$ cat config.mk
export PLATFORM = sky130hd
export DESIGN_NAME = if_id_fetch
export DESIGN_NICKNAME = d
export VERILOG_FILES = /design/src/rtl/mips_pkg.sv /design/src/rtl/next_pc_sel.sv /design/src/rtl/if_id_fetch.sv
export SDC_FILE = /design/constraint.sdc
export NUM_CORES = 1
export LEC_CHECK = 0
export BUFFER_PORTS_ARGS = -buffer_cell sky130_fd_sc_hd__buf_2
export CORE_UTILIZATION = 44
export CTS_CLUSTER_SIZE = 25
export DETAILED_ROUTE_END_ITERATION = 16
export PLACE_DENSITY = 0.79
export SLEW_MARGIN = 15
export SYNTH_ARGS = -nofsm -noshare
export SYNTH_HDL_FRONTEND = slang
export SYNTH_HIERARCHICAL = 1
export SYNTH_SLANG_ARGS = --single-unit
$ cat constraint.sdc
create_clock -name clk -period 3.9 [get_ports clk]
set_input_delay 0.975 -clock clk [delete_from_list [all_inputs] [get_ports clk]]
set_output_delay 0.975 -clock clk [all_outputs]
set_load 0.005 [all_outputs]
$ cat src/rtl/mips_pkg.sv
// Shared MIPS pipeline definitions.
// Fetch-stage constants and the fetch FSM state encoding.
package mips_pkg;

   localparam logic [31:0] NOP_WORD       = 32'h0000_0000;
   localparam int unsigned PC_STEP        = 4;
   localparam logic [31:0] HALT_WORD_DFLT = 32'hFFFF_FFFF;

   typedef enum logic {
      RUN    = 1'b0,
      HALTED = 1'b1
   } fetch_state_t;

endpackage

$ cat src/rtl/next_pc_sel.sv
// Next-PC priority mux for the fetch stage.
// Purely combinational; drives pc.In.
module next_pc_sel
   import mips_pkg::*;
#(
   parameter int len = 32
) (
   input  logic           reset,
   input  logic           enable,
   input  logic           halted,
   input  logic           stall,
   input  logic           branch_taken,
   input  logic [len-1:0] branch_target,
   input  logic           jump,
   input  logic [len-1:0] jump_target,
   input  logic [len-1:0] pc_in,
   output logic [len-1:0] next_pc
);

   logic [len-1:0] w_pc_plus4;

   // Wraps silently modulo 2^len.
   assign w_pc_plus4 = pc_in + len'(PC_STEP);

   always_comb begin
      next_pc = w_pc_plus4;
      if (!reset)
         next_pc = '0;
      else if (!enable)
         next_pc = pc_in;
      else if (branch_taken)
         next_pc = branch_target;
      else if (jump)
         next_pc = jump_target;
      else if (stall || halted)
         next_pc = pc_in;
   end

endmodule

$ cat src/rtl/if_id_fetch.sv
// MIPS instruction-fetch stage: IF/ID register and halt FSM.
// Resolves redirects, stalls and debug single-step.
module if_id_fetch
   import mips_pkg::*;
#(
   parameter int             len       = 32,
   parameter logic [len-1:0] HALT_WORD = len'(HALT_WORD_DFLT)
) (
   input  logic           clk,
   input  logic           reset,
   input  logic           enable,
   input  logic [len-1:0] pc_in,
   input  logic [len-1:0] instr_in,
   input  logic           stall,
   input  logic           branch_taken,
   input  logic [len-1:0] branch_target,
   input  logic           jump,
   input  logic [len-1:0] jump_target,
   output logic [len-1:0] next_pc,
   output logic [len-1:0] instr_out,
   output logic [len-1:0] pc_plus4_out,
   output logic           valid_out,
   output logic           halt_out
);

   localparam logic [len-1:0] W_NOP = len'(NOP_WORD);

   fetch_state_t   r_state;
   logic [len-1:0] r_instr;
   logic [len-1:0] r_pc4;
   logic           r_valid;

   fetch_state_t   w_state_nxt;
   logic [len-1:0] w_instr_nxt;
   logic [len-1:0] w_pc4_nxt;
   logic           w_valid_nxt;
   logic           w_redirect;
   logic           w_halted;

   assign w_redirect = branch_taken | jump;
   assign w_halted   = (r_state == HALTED);

   next_pc_sel #(
      .len (len)
   ) u_next_pc_sel (
      .reset         (reset),
      .enable        (enable),
      .halted        (w_halted),
      .stall         (stall),
      .branch_taken  (branch_taken),
      .branch_target (branch_target),
      .jump          (jump),
      .jump_target   (jump_target),
      .pc_in         (pc_in),
      .next_pc       (next_pc)
   );

   always_comb begin
      w_state_nxt = r_state;
      w_instr_nxt = r_instr;
      w_pc4_nxt   = r_pc4;
      w_valid_nxt = r_valid;
      if (enable) begin
         if (w_redirect) begin
            // Redirect cancels any wrong-path halt.
            w_state_nxt = RUN;
            w_instr_nxt = W_NOP;
            w_pc4_nxt   = '0;
            w_valid_nxt = 1'b0;
         end else if (stall) begin
            w_state_nxt = r_state;
         end else if (w_halted) begin
            w_instr_nxt = W_NOP;
            w_pc4_nxt   = '0;
            w_valid_nxt = 1'b0;
         end else begin
            w_instr_nxt = instr_in;
            w_pc4_nxt   = pc_in + len'(PC_STEP);
            w_valid_nxt = 1'b1;
            if (instr_in == HALT_WORD)
               w_state_nxt = HALTED;
         end
      end
   end

   always_ff @(posedge clk or negedge reset) begin
      if (!reset) begin
         r_state <= RUN;
         r_instr <= W_NOP;
         r_pc4   <= '0;
         r_valid <= 1'b0;
      end else begin
         r_state <= w_state_nxt;
         r_instr <= w_instr_nxt;
         r_pc4   <= w_pc4_nxt;
         r_valid <= w_valid_nxt;
      end
   end

   assign instr_out    = r_instr;
   assign pc_plus4_out = r_pc4;
   assign valid_out    = r_valid;
   assign halt_out     = w_halted;

endmodule

==> metrics.cfg <==
[status]
status=finished clean

[synthesis]
yosysWarnings=6
syn-instance-count=585
ys_seq_area_frac=0.328
synth.distinct_cells=66
yosys-top-cells-area=dfrtp_1, a22o_1, xor2_1, nand4_1, nand2_1
synth_seq_cells=66
avgSynthCellArea_sq_um=8.60
synthMuxAreaShare=0.0102
syn_area_sq_um=5030
yosys.area_share.adder=0.00498
synth-xor-area-share=0.0505
yosys.area.top_type=dfrtp_1
synth_fp_nets=721
synth_compound_area_frac=0.301
synth_ff_type=dfrtp_1
yosys.area_share.simple=0.254
synth_top_area_frac=0.328
ys_async_sr_fraction=1.00
synth_edf_count=0
synth_top_family_by_area=compound AO/OA/AOI/OAI gates

[global_routing]
antenna_found_initial=0
grt_overflow=0
grtUsageTotal=0.323
grt_pass1_vias=5875
grt_pass1_wl_microns=29600
grt_max_degree=67

[timing]
slew_headroom=0.519
timing.final.hold_violations=0
fin_crit_sh=0.972
worstMarginPinSlew_ns=0.718
finalSetupTns_ns=0
fmaxAchievable_ghz=0.264
min_period_ns=3.79
clock_skew_ns=0.00696
drv_slew=0
fin_ws_ns=0.108
rsz0062_at_grt=false
setup_violations=0

[job]
drv_cap=0

[power]
peakVddDrop_uv=207
p_leak_nw=3.31
p_per_area_nw_per_um2=296

[critical_path]
critPathLaunchType=input pin
cpPeakStageDelay_ns=0.52
critical_path_arrival_ns=2.82
crit_buf_inv=3
crit_slowest_cell=or4_1
crit_required_ns=2.92
crit_fanout=15
cp_top_family=simple AND/OR/NAND/NOR gates
startpoint=pc_in[3]
crit_chain=buf_2, ha_1, nor3b_1, nand4_1, buf_12, or4_1, a31oi_1, buf_2
rrSetupSlack_ns=2.31
endpoint_kind=output pin
crit_top_cell=buf_2
rr_startpoint=halt_out
crit_type=in2out

[place]
dp_hpwl_microns=14400
gp_congestion=0.910
port_buffers=231
place_ws_ns=0.187

[route]
drc=0
drt_iter0_markers=620
antenna_left=0
firstDrtPassIters=5
via_count=6178
totalWireLength_microns=19300
wire_per_inst_microns=20.1
route.detailed.vias_per_inst=6.44

[clocking]
clockRootBuffer=clkbuf_16
cts_tree=done
cts_max_path_buffers=2
cts_buffers=9
clock-sinks=66
cts_setup_buffers=0
ctsHoldBuffers=0
clk_pin_slew_worst_paths_ns=0.06
cts_resized=0
cts_max_level=3
clock_latency_ns=0.34

[die]
ios=232
num_rows=38
die_w_microns=109
start_util=0.458
die-area_sq_um=11900
core_area_sq_um=11000
dieHeight_microns=109

[final_layout]
diodes=0
drive_above_1_share=0.375
nets=950
final_common_cell=buf_2
syn_to_final_growth_pct=34.3
mostFrequentLayoutCells=buf_2, a22o_1, dfrtp_1

[hold_path]
worstHoldPathType=in2async

[metrics by stage]
| step | hold WS, ns | cells | power [mW] | util | instance area [sq um] |
|---|---|---|---|---|---|
| after floorplan | 0.474 | 585 | 0.954 | - | 5030 |
| after global placement | 0.455 | 943 | 1.19 | 0.589 | 6470 |
| after global routing | 0.443 | 959 | 2.09 | 0.615 | 6760 |
| final | 0.445 | 959 | 2.00 | 0.615 | 6760 |
| after CTS | 0.441 | 959 | 2.00 | 0.615 | 6760 |
| after detailed placement | 0.477 | 943 | 1.21 | 0.589 | 6470 |
[cell families (layout without fill, tap and decap cells)]
logic type,Yosys count,after routing
flip-flops,66,66
buffers and inverters,63,297
adder cells (fa/ha/maj),2,2
AO/OA/AOI/OAI,202,202
multiplexers,5,5
AND/OR/NAND/NOR,218,218
XOR/XNOR,29,29
[registers in the layout, summed over array words and instances (netlist names)]
| name | cells |
|---|---|
| instr_out | 32 |
| pc_plus4_out | 32 |
| halt_out | 1 |
| valid_out | 1 |
[power by group]
group	leakage (nW)	internal [mW]	switching (mW)	total (mW)
Sequential	0.904	0.714	0.0162	0.730
Combinational	2.28	0.203	0.272	0.475
Clock	0.131	0.441	0.353	0.794
Total	3.31	1.36	0.641	2.00
[cell usage after synthesis (all sizes together), types with 4 or more instances]
library cell,instances
a22o,67
dfrtp,66
nand2,44
clkbuf,35
nand4,29
nand3,25
o21ai,22
a21oi,21
nor3,20
xor2,19
nor2,16
nor4,16
a31oi,15
inv,15
buf,13
o22ai,13
and3,12
nor2b,10
xnor2,10
nand2b,9
or4,7
a21boi,6
and4,6
nor3b,6
o31ai,6
a22oi,5
a31o,5
o211ai,5
or3,5
a211oi,4
mux2i,4
[worst paths after layout]
check                                   end  cells past startpoint
max in group asynchronous   pc_plus4_out[0]                      3
max reg2reg                   instr_out[10]                      3
min                        pc_plus4_out[15]                      1
min in group clk                  valid_out                      1
max                             next_pc[20]                      8
min reg2reg                       valid_out                      1
[layer usage]
layer | up-vias | GRT usage | share of wire
li1 | 2766 | - | -
met1 | 2922 | 0.399 | 0.39
met2 | 432 | 0.534 | 0.48
met3 | 58 | 0.0675 | 0.099
met4 | 0 | 0.153 | 0.031
met5 | - | 0 | 0
[cell type report]
type                    instances  area, sq um
flip-flops and latches         66         1650
inverters                      15         56.3
well taps                     140          175
clock buffers                   9          225
clock inverters                 7         60.1
multi-input cells             456         3140
repair buffers                266         1450
fillers                       981         4230
(Power assumes the default switching activity.)
